==> config.mk <==
export PLATFORM = sky130hd
export DESIGN_NAME = fast_spi_rx_frame_builder_flat
export DESIGN_NICKNAME = d
export VERILOG_FILES = /design/src/rtl/fast_spi_rx_frame_builder_if.sv /design/src/rtl/fast_spi_rx_frame_builder.sv /design/src/flat_wrapper.sv
export SDC_FILE = /design/constraint.sdc
export NUM_CORES = 1
export LEC_CHECK = 0
export CORE_ASPECT_RATIO = 0.6
export CORE_MARGIN = 2
export CORE_UTILIZATION = 45
export CTS_CLUSTER_DIAMETER = 50
export DETAILED_ROUTE_END_ITERATION = 12
export PLACE_DENSITY = 0.69
export REMOVE_ABC_BUFFERS = 1
export SLEW_MARGIN = 0
export SYNTH_ARGS = -nofsm -noshare
export SYNTH_HDL_FRONTEND = slang
export SYNTH_SLANG_ARGS = --single-unit
==> constraint.sdc <==
create_clock -name BUS_CLK -period 3.7 [get_ports BUS_CLK]
set_clock_uncertainty 0.2 [all_clocks]
set_input_delay 0.37 -clock BUS_CLK [delete_from_list [all_inputs] [get_ports BUS_CLK]]
set_output_delay 0.37 -clock BUS_CLK [all_outputs]
set_load 0.01 [all_outputs]
==> src/rtl/fast_spi_rx_frame_builder_if.sv <==
// -----------------------------------------------------------------------------
// fast_spi_rx_frame_builder_if
// Groups the register bus, the upstream FIFO read port and the downstream
// summary stream of fast_spi_rx_frame_builder.
//   master : the side driving the bus, the FIFO head and OUT_READY
//   slave  : the frame builder itself
// Ports:
//   BUS_ADD/BUS_DATA_IN/BUS_WR/BUS_RD  register write/read access
//   BUS_DATA_OUT                       registered read data
//   FIFO_EMPTY/FIFO_DATA/FIFO_READ     first-word-fall-through FIFO port
//   OUT_DATA/OUT_VALID/OUT_READY       frame summary valid/ready stream
// -----------------------------------------------------------------------------
interface fast_spi_rx_frame_builder_if #(
   parameter int ABUSWIDTH = 16
);
   logic [ABUSWIDTH-1:0] BUS_ADD;
   logic [7:0]           BUS_DATA_IN;
   logic [7:0]           BUS_DATA_OUT;
   logic                 BUS_WR;
   logic                 BUS_RD;
   logic                 FIFO_EMPTY;
   logic [31:0]          FIFO_DATA;
   logic                 FIFO_READ;
   logic [31:0]          OUT_DATA;
   logic                 OUT_VALID;
   logic                 OUT_READY;

   modport master (
      output BUS_ADD, BUS_DATA_IN, BUS_WR, BUS_RD, FIFO_EMPTY, FIFO_DATA, OUT_READY,
      input  BUS_DATA_OUT, FIFO_READ, OUT_DATA, OUT_VALID
   );

   modport slave (
      input  BUS_ADD, BUS_DATA_IN, BUS_WR, BUS_RD, FIFO_EMPTY, FIFO_DATA, OUT_READY,
      output BUS_DATA_OUT, FIFO_READ, OUT_DATA, OUT_VALID
   );
endinterface

==> src/rtl/fast_spi_rx_frame_builder.sv <==
// -----------------------------------------------------------------------------
// fast_spi_rx_frame_builder
// Pops 32-bit words {IDENT, frame[11:0], data[15:0]} from the SPI receiver
// FIFO, discards words with a foreign identifier, groups consecutive words of
// one frame and emits one summary {IDENT, frame, word_count} per frame.
// Ports:
//   BUS_CLK    single clock
//   BUS_RST_N  asynchronous active-low reset
//   bus        fast_spi_rx_frame_builder_if.slave (register bus, FIFO port,
//              summary stream)
// Registers: 0 version / soft reset, 1 {FLUSH, CONF_EN}, 2 ID_ERR_CNT,
//            3 GAP_CNT, 4/5 FRAME_CNT low/high byte.
// -----------------------------------------------------------------------------
module fast_spi_rx_frame_builder #(
   parameter int         ABUSWIDTH  = 16,
   parameter logic [3:0] IDENTYFIER = 4'b0001,
   parameter logic [7:0] VERSION    = 8'd1
) (
   input logic                      BUS_CLK,
   input logic                      BUS_RST_N,
   fast_spi_rx_frame_builder_if.slave bus
);

   typedef enum logic [1:0] {
      ST_IDLE = 2'd0,
      ST_OPEN = 2'd1,
      ST_EMIT = 2'd2
   } state_t;

   state_t      state_q;
   logic        conf_en_q;
   logic [11:0] cur_frame_q;
   logic [15:0] word_count_q;
   logic [11:0] last_frame_q;
   logic        have_last_q;
   logic [7:0]  id_err_cnt_q;
   logic [7:0]  gap_cnt_q;
   logic [15:0] frame_cnt_q;
   logic [31:0] out_data_q;
   logic        out_valid_q;
   logic [7:0]  bus_data_out_q;

   logic        soft_rst;
   logic        ctrl_wr;
   logic        flush;
   logic        id_ok;
   logic [11:0] head_frame;
   logic        same_frame;
   logic        pop;
   logic        close;
   logic [15:0] word_count_d;
   logic [7:0]  rd_mux;

   // Saturating 8-bit counter step
   function automatic logic [7:0] sat_inc8(input logic [7:0] v);
      return (v == 8'hFF) ? 8'hFF : v + 8'd1;
   endfunction

   // Saturating 16-bit counter step
   function automatic logic [15:0] sat_inc16(input logic [15:0] v);
      return (v == 16'hFFFF) ? 16'hFFFF : v + 16'd1;
   endfunction

   assign soft_rst   = bus.BUS_WR && (bus.BUS_ADD == ABUSWIDTH'(0));
   assign ctrl_wr    = bus.BUS_WR && (bus.BUS_ADD == ABUSWIDTH'(1));
   assign flush      = ctrl_wr && bus.BUS_DATA_IN[1];
   assign id_ok      = (bus.FIFO_DATA[31:28] == IDENTYFIER);
   assign head_frame = bus.FIFO_DATA[27:16];
   assign same_frame = (head_frame == cur_frame_q);

   // Pop decision: foreign words are always drained outside EMIT; a valid word
   // of a new frame stays at the head while the open frame is closed.
   always_comb begin
      pop = 1'b0;
      if (!conf_en_q || bus.FIFO_EMPTY) begin
         pop = 1'b0;
      end else begin
         case (state_q)
            ST_IDLE: pop = 1'b1;
            ST_OPEN: pop = !id_ok || same_frame;
            ST_EMIT: pop = 1'b0;
            default: pop = 1'b0;
         endcase
      end
   end

   // Frame close condition and the word count including a same-cycle pop
   always_comb begin
      close        = 1'b0;
      word_count_d = word_count_q;
      if (state_q == ST_OPEN) begin
         close = flush || (conf_en_q && !bus.FIFO_EMPTY && id_ok && !same_frame);
         if (pop && id_ok) begin
            word_count_d = sat_inc16(word_count_q);
         end else begin
            word_count_d = word_count_q;
         end
      end else begin
         close        = 1'b0;
         word_count_d = word_count_q;
      end
   end

   // Register read multiplexer
   always_comb begin
      rd_mux = 8'h00;
      case (bus.BUS_ADD)
         ABUSWIDTH'(0): rd_mux = VERSION;
         ABUSWIDTH'(1): rd_mux = {7'b0000000, conf_en_q};
         ABUSWIDTH'(2): rd_mux = id_err_cnt_q;
         ABUSWIDTH'(3): rd_mux = gap_cnt_q;
         ABUSWIDTH'(4): rd_mux = frame_cnt_q[7:0];
         ABUSWIDTH'(5): rd_mux = frame_cnt_q[15:8];
         default:       rd_mux = 8'h00;
      endcase
   end

   // Frame FSM, configuration and statistics counters
   always_ff @(posedge BUS_CLK or negedge BUS_RST_N) begin
      if (!BUS_RST_N) begin
         state_q      <= ST_IDLE;
         conf_en_q    <= 1'b0;
         cur_frame_q  <= 12'd0;
         word_count_q <= 16'd0;
         last_frame_q <= 12'd0;
         have_last_q  <= 1'b0;
         id_err_cnt_q <= 8'd0;
         gap_cnt_q    <= 8'd0;
         frame_cnt_q  <= 16'd0;
         out_data_q   <= 32'd0;
         out_valid_q  <= 1'b0;
      end else if (soft_rst) begin
         state_q      <= ST_IDLE;
         conf_en_q    <= 1'b0;
         cur_frame_q  <= 12'd0;
         word_count_q <= 16'd0;
         last_frame_q <= 12'd0;
         have_last_q  <= 1'b0;
         id_err_cnt_q <= 8'd0;
         gap_cnt_q    <= 8'd0;
         frame_cnt_q  <= 16'd0;
         out_data_q   <= 32'd0;
         out_valid_q  <= 1'b0;
      end else begin
         if (ctrl_wr) begin
            conf_en_q <= bus.BUS_DATA_IN[0];
         end
         if (pop && !id_ok) begin
            id_err_cnt_q <= sat_inc8(id_err_cnt_q);
         end
         case (state_q)
            ST_IDLE: begin
               if (pop && id_ok) begin
                  cur_frame_q  <= head_frame;
                  word_count_q <= 16'd1;
                  state_q      <= ST_OPEN;
                  // 12-bit wrap makes 4095 -> 0 continuous
                  if (have_last_q && (head_frame != 12'(last_frame_q + 12'd1))) begin
                     gap_cnt_q <= sat_inc8(gap_cnt_q);
                  end
               end
            end
            ST_OPEN: begin
               word_count_q <= word_count_d;
               if (close) begin
                  out_data_q   <= {IDENTYFIER, cur_frame_q, word_count_d};
                  out_valid_q  <= 1'b1;
                  last_frame_q <= cur_frame_q;
                  have_last_q  <= 1'b1;
                  state_q      <= ST_EMIT;
               end
            end
            ST_EMIT: begin
               if (out_valid_q && bus.OUT_READY) begin
                  out_valid_q <= 1'b0;
                  frame_cnt_q <= frame_cnt_q + 16'd1;
                  state_q     <= ST_IDLE;
               end
            end
            default: begin
               out_valid_q <= 1'b0;
               state_q     <= ST_IDLE;
            end
         endcase
      end
   end

   // Registered bus read data; deliberately untouched by the soft reset
   always_ff @(posedge BUS_CLK or negedge BUS_RST_N) begin
      if (!BUS_RST_N) begin
         bus_data_out_q <= 8'h00;
      end else if (bus.BUS_RD) begin
         bus_data_out_q <= rd_mux;
      end else begin
         bus_data_out_q <= bus_data_out_q;
      end
   end

   assign bus.FIFO_READ    = pop;
   assign bus.OUT_DATA     = out_data_q;
   assign bus.OUT_VALID    = out_valid_q;
   assign bus.BUS_DATA_OUT = bus_data_out_q;

endmodule

==> src/flat_wrapper.sv <==
// flat-port wrapper written by rule: the top's interface ports become plain ports
module fast_spi_rx_frame_builder_flat 
#(
   parameter int         ABUSWIDTH  = 16,
   parameter logic [3:0] IDENTYFIER = 4'b0001,
   parameter logic [7:0] VERSION    = 8'd1
)
  (BUS_CLK, BUS_RST_N, bus_BUS_ADD, bus_BUS_DATA_IN, bus_BUS_WR, bus_BUS_RD, bus_FIFO_EMPTY, bus_FIFO_DATA, bus_OUT_READY, bus_BUS_DATA_OUT, bus_FIFO_READ, bus_OUT_DATA, bus_OUT_VALID);
  fast_spi_rx_frame_builder_if #(.ABUSWIDTH(ABUSWIDTH)) bus_i ();
  input logic BUS_CLK;
  input logic BUS_RST_N;
  input wire logic [$bits(bus_i.BUS_ADD)-1:0] bus_BUS_ADD;
  input wire logic [$bits(bus_i.BUS_DATA_IN)-1:0] bus_BUS_DATA_IN;
  input wire logic [$bits(bus_i.BUS_WR)-1:0] bus_BUS_WR;
  input wire logic [$bits(bus_i.BUS_RD)-1:0] bus_BUS_RD;
  input wire logic [$bits(bus_i.FIFO_EMPTY)-1:0] bus_FIFO_EMPTY;
  input wire logic [$bits(bus_i.FIFO_DATA)-1:0] bus_FIFO_DATA;
  input wire logic [$bits(bus_i.OUT_READY)-1:0] bus_OUT_READY;
  output wire logic [$bits(bus_i.BUS_DATA_OUT)-1:0] bus_BUS_DATA_OUT;
  output wire logic [$bits(bus_i.FIFO_READ)-1:0] bus_FIFO_READ;
  output wire logic [$bits(bus_i.OUT_DATA)-1:0] bus_OUT_DATA;
  output wire logic [$bits(bus_i.OUT_VALID)-1:0] bus_OUT_VALID;
  assign bus_i.BUS_ADD = bus_BUS_ADD;
  assign bus_i.BUS_DATA_IN = bus_BUS_DATA_IN;
  assign bus_i.BUS_WR = bus_BUS_WR;
  assign bus_i.BUS_RD = bus_BUS_RD;
  assign bus_i.FIFO_EMPTY = bus_FIFO_EMPTY;
  assign bus_i.FIFO_DATA = bus_FIFO_DATA;
  assign bus_i.OUT_READY = bus_OUT_READY;
  assign bus_BUS_DATA_OUT = bus_i.BUS_DATA_OUT;
  assign bus_FIFO_READ = bus_i.FIFO_READ;
  assign bus_OUT_DATA = bus_i.OUT_DATA;
  assign bus_OUT_VALID = bus_i.OUT_VALID;
  fast_spi_rx_frame_builder #(.ABUSWIDTH(ABUSWIDTH), .IDENTYFIER(IDENTYFIER), .VERSION(VERSION)) u_core (.BUS_CLK(BUS_CLK), .BUS_RST_N(BUS_RST_N), .bus(bus_i));
endmodule
==> results of run 1 <==
==> layer usage <==
| layer | share of wire | GRT usage | routed length (um) |
|---|---|---|---|
| met1 | 0.48 | 0.355 | 7080 |
| met3 | 0.083 | 0.0525 | 1230 |
| met4 | 0.0067 | 0.0429 | 99 |
| met5 | 0 | 0 | 0 |
| met2 | 0.43 | 0.331 | 6450 |
==> cell usage in the layout (no fill, tap or decap), drive strengths merged, types with 7 or more instances in the layout <==
cell,n
nand4,12
inv,19
a22o,22
nand3,25
a311oi,8
dfrtp,101
a21oi,32
a222oi,8
o21ai,23
xnor2,13
clkdlybuf4s50,77
and4,7
and3,17
mux2i,18
xor2,25
and2,7
clkbuf,11
o22ai,11
nor3,10
o2bb2ai,7
nand2,45
nor4,10
mux2,10
buf,18
a31oi,11
nor2,55
==> cells by family after synthesis <==
logic type	count (synthesis)
compound gates	145
buf+inv	56
flops	101
simple gates	215
fa+ha+maj	5
mux	28
xor+xnor	38
other cells	1
==> cell usage after synthesis (all sizes together), types with 2 or more instances <==
library cell    n
xor2           25
nand4b          2
ha              5
a211oi          4
nand2b          4
o22ai          11
nand4          12
xnor2          13
a21oi          32
nand3b          4
nor2           55
and4b           2
a41oi           2
inv            19
or4             2
dfrtp         101
nor4           10
a211o           2
a311oi          8
o21ai          23
a32o            2
a222oi          8
a22o           22
o2bb2ai         7
o211a           2
and4            7
mux2           10
and3           17
a21o            3
or3             5
nand3          25
nor3           10
clkbuf         16
a31oi          11
buf            21
mux2i          18
nor2b           5
and2            7
nand2          45
==> stage by stage <==
step | power (uW) | std cells | utilization | hold WS, ps | setup WS [ps]
after floorplan | 1890 | 554 | - | -126 | 299
after global placement | 2200 | 814 | 0.542 | 205 | 459
after detailed placement | 2240 | 814 | 0.542 | 213 | 372
after CTS | 3280 | 831 | 0.570 | 302 | 559
after global routing | 3450 | 831 | 0.570 | 318 | 400
final | 3260 | 831 | 0.570 | 293 | 554
==> cell type report <==
cell class	instances	area, um2
inverter	19	71.3
fill	1083	5200
sequential	101	2530
clock buffer	11	243
multi-input combinational	434	2840
tap	165	206
clock inverter	5	83.8
timing repair buffer	96	928
==> final timing paths <==
kind	depth (start not counted)	start	end	slack [ps]
worst min register to register	1	u_core.bus.OUT_DATA[13]	u_core.bus.OUT_DATA[13]	290
min in group asynchronous	2	BUS_RST_N	u_core.id_err_cnt_q[3]	340
worst min-delay path	1	u_core.bus.OUT_DATA[13]	u_core.bus.OUT_DATA[13]	290
max in group asynchronous	3	BUS_RST_N	u_core.cur_frame_q[11]	2110
worst max register to register	8	u_core.last_frame_q[0]	u_core.gap_cnt_q[1]	750
worst max-delay path	6	bus_FIFO_DATA[21]	bus_FIFO_READ	550
==> where the power goes <==
group | total, uW | switching, uW | internal (uW)
registers | 1520 | 252 | 1270
logic | 711 | 366 | 344
clock network | 1030 | 416 | 613
total | 3260 | 1040 | 2230
==> state kept, by name, indices dropped and copies added, names as in the netlist, 2 cells and up <==
signal and flops:
u_core.state_q 2, u_core.gap_cnt_q 8, u_core.bus.OUT_DATA 18, u_core.word_count_q 16, u_core.bus.BUS_DATA_OUT 8, u_core.frame_cnt_q 16
u_core.id_err_cnt_q 8, u_core.last_frame_q 11, u_core.cur_frame_q 12
==> out/qor.yml, run 1 <==
routedWlPerCell_um: 17.9
tightest_slew_ps: 1150
die-area_mm2: 0.0134
async_reset_ff_frac: 1.00
crit_slowest_cell: "clkdlybuf4s50_1"
areaGrowthSynthToFinish_pct: 23.1
timing.final.crit_share: 0.850
cts_setup_buffers: 0
max-slew-margin-rel: 0.231
critical_path.cell_chain: "clkdlybuf4s50_1 > xor2_1 > nor4_1 > nand3_1 > a31oi_1 > clkdlybuf4s50_1"
synth.distinct_cells: 59
via_per_inst: 5.94
wl_um: 14900
synth_top_area_cell: "dfrtp_1"
fmax_mhz: 318
cts_max_path_buffers: 2
synth_flop_cell: "dfrtp_1"
yosys-top-cells-area: "dfrtp_1 45%, xor2_1 3.9%, nor2_1 3.7%, a22o_1 3.4%, mux2i_1 3.2%"
dr_total_vias: 4934
antennaDiodeCount: 0
synth.mux.area_fraction: 0.0522
nets: 728
final_area_mm2: 0.00690
io_buffers: 78
setup_viol: 0
synth-edff-count: 0
critical_path.top_delay_family: "buffers and inverters"
ant_nets: 0
cts_inserted_buffers: 9
syn_avg_cell_area_um2: 9.52
ir_drop_uv: 239
clock_latency_ps: 350
clk_pin_slew_worst_paths_ps: 70
netlist_instances: 589
end_kind: "output pin"
cp-start-kind: "input pin"
cts-root-buf: "clkbuf_16"
p_per_area_mw_per_mm2: 473
path_buf_inv: 2
io_pins: 104
dieWidth_um: 148
drv_cap: 0
antenna_found_initial: 0
grt_pass1_wl_um: 24800
drive_above_1_share: 0.0796
grt_usage: 0.230
synth_seq_cells: 101
rsz0062_at_grt: "no"
synth_compound_area_frac: 0.182
htreeDepth: 3
synth_top_family_by_area: "simple AND/OR/NAND/NOR gates"
dp_hpwl_um: 10600
yosysWarnings: 0
ys_seq_area_frac: 0.451
synth_top_area_frac: 0.451
gp_congestion: 0.894
tns_ps: 0
start_util: 0.463
overflow: 0
period_needed_ps: 3150
cpMostUsedCell: "clkdlybuf4s50_1"
synth_area_mm2: 0.00561
grt_max_degree: 46
synthAdderAreaFrac: 0.0112
run_status: "finished clean"
dieHeight_um: 90.5
critical_path_class: "in2out"
p_leak_uw: 0.00292
postPlaceCellArea_mm2: 0.00656
grt_pass1_vias: 4791
core_area_mm2: 0.0121
initialDrtViolationCount: 522
slowest_delay_ps: 590
drt_first_pass_iters: 6
synth-xor-area-share: 0.0594
cts_hold_buffers: 1
rows: 31
hold_class: "reg2reg"
crit_fanout: 4
clock_sinks: 101
cts_tree: "built"
cts_resized: 0
synthSimpleGateAreaFrac: 0.199
drv_slew: 0
critPathRequiredTime_ps: 3130
drcViolationCount: 0
arrival_ps: 2580
hold_viol: 0
No activity file was read; power rests on OpenSTA's default activity.
==> run 2, diff against run 1 <==
--- a/config.mk
+++ b/config.mk
@@ -7,10 +7,10 @@
 export LEC_CHECK = 0
 export CORE_ASPECT_RATIO = 0.6
 export CORE_MARGIN = 2
-export CORE_UTILIZATION = 45
+export CORE_UTILIZATION = 53
 export CTS_CLUSTER_DIAMETER = 50
 export DETAILED_ROUTE_END_ITERATION = 12
-export PLACE_DENSITY = 0.69
+export PLACE_DENSITY = 0.8
 export REMOVE_ABC_BUFFERS = 1
 export SLEW_MARGIN = 0
 export SYNTH_ARGS = -nofsm -noshare
==> out/qor.yml, run 2 (same netlist as run 1, synthesis figures left out) <==
run_status: "finished clean"
dieWidth_um: 137
dp.cells: 786
tightest_slew_ps: 1060
fin_ws_ps: 613
postPlaceCellArea_mm2: 0.00650
hold_depth: 1
worstHoldEndpoint: "u_core.bus.OUT_DATA[5]"
mostFrequentLayoutCells: "101 x dfrtp_1, 77 x clkdlybuf4s50_1, 54 x nor2_1"
largest_reg_flops: 18
clock_latency_ps: 350
clock_sinks: 101
initialDrtViolationCount: 546
hold_class: "reg2reg"
drv_slew: 0
gp_congestion: 0.894
htreeDepth: 3
dr_total_vias: 5087
max-slew-margin-rel: 0.292
worstHoldStart: "u_core.bus.OUT_DATA[5]"
cts_inserted_buffers: 9
overflow: 0
drcViolationCount: 0
critPathRequiredTime_ps: 3130
dieHeight_um: 83.7
period_needed_ps: 3090
cts_setup_buffers: 0
antennaDiodeCount: 0
core_area_mm2: 0.0105
grt_pass1_vias: 4762
cp-start-kind: "input pin"
fmax_mhz: 324
drt_first_pass_iters: 7
arrival_ps: 2520
antenna_found_initial: 0
ir_drop_uv: 290
tns_ps: 0
rows: 29
grt_max_degree: 72
start_util: 0.537
cts_tree: "built"
layout.cells.non_filler: 803
rr_endpoint: "u_core.gap_cnt_q[3]"
wl_um: 15000
setup_viol: 0
io_buffers: 78
grt_pass1_wl_um: 24400
ant_nets: 0
seqCellArea_mm2: 0.00253
grt_use_met1: 0.415
cts-root-buf: "clkbuf_16"
end_kind: "output pin"
rsz0062_at_grt: "no"
dp_worst_setup_slack_ps: 498
fillers: 810
routedWlPerCell_um: 18.7
r2r_slack_ps: 780
via_per_inst: 6.33
hold_viol: 0
final_area_mm2: 0.00686
timing.final.crit_share: 0.834
nets: 726
clk_pin_slew_worst_paths_ps: 70
multi_input_area_mm2: 0.00284
areaGrowthSynthToFinish_pct: 22.4
cts_max_path_buffers: 2
drive_above_1_share: 0.0783
critical_path_class: "in2out"
dp_hpwl_um: 10600
grt_usage: 0.272
die-area_mm2: 0.0114
p_per_area_mw_per_mm2: 486
p_leak_uw: 0.00293
reg2reg_from: "u_core.last_frame_q[0]"
met3_usage: 0.0589
final_common_cell: "dfrtp_1"
io_pins: 104
grtUsageMet2: 0.400
busiest_layer: "met1"
rr_worst_depth: 8
crit_fanout: 4
drv_cap: 0
run 2: changes by cell type in the layout (fill, tap and decap cells not counted), sizes merged:
cell,change
clkbuf,-1
clkinv,+1
inv,+1
clkinvlp,-2
buf,-2
bufinv,+1
run 2: layout make-up:
class	count	area share
clock inverters	6	0.0159
repair buffers	94	0.131
clock buffers	10	0.0348
well taps	139	0.0254
multi-input cells	434	0.414
inverters	19	0.0104
flip-flops and latches	101	0.368
run 2: worst max-delay path: stages:
cell,delay [ps]
clkdlybuf4s50_1,510
xor2_1,190
nor4_1,300
nand3_1,270
a31oi_1,270
clkdlybuf4s50_1,600
run 2: layer usage:
metal  wire length, um  up-vias
li1                  -     2313
met1              6860     2470
met5                 0        -
met3              1500       20
met2              6560      284
met4               119        0
run 2: per-stage QoR:
stage	total power (uW)	util	hold slack, ps
final	3330	0.656	291
after global routing	3490	0.656	319
after detailed placement	2230	0.622	276
after floorplan	1890	-	-126
after global placement	2190	0.622	271
after CTS	3330	0.656	300
run 2: repair_timing:
action | CTS | global route
hold endpoints to repair | 68 | 0
gates resized for setup | 0 | 0
hold buffers | 1 | 0
run 2: worst max path at each step:
| stage | start | end | depth (start not counted) |
|---|---|---|---|
| floorplan | bus_BUS_ADD[8] | u_core.bus.OUT_DATA[0] | 6 |
| global placement | bus_FIFO_DATA[24] | u_core.bus.OUT_DATA[6] | 7 |
| detailed placement | bus_BUS_ADD[8] | u_core.bus.OUT_DATA[12] | 8 |
| CTS | bus_FIFO_DATA[22] | bus_FIFO_READ | 6 |
| global route | bus_BUS_ADD[8] | u_core.bus.OUT_DATA[10] | 8 |
| finish | bus_FIFO_DATA[22] | bus_FIFO_READ | 6 |
run 2: report_power, final:
part / total, uW / internal, uW / switching [uW] / leakage (uW)
Clock: 1090 / 680 / 413 / 0.000173
Sequential: 1520 / 1270 / 253 / 0.00135
Combinational: 718 / 343 / 375 / 0.00140
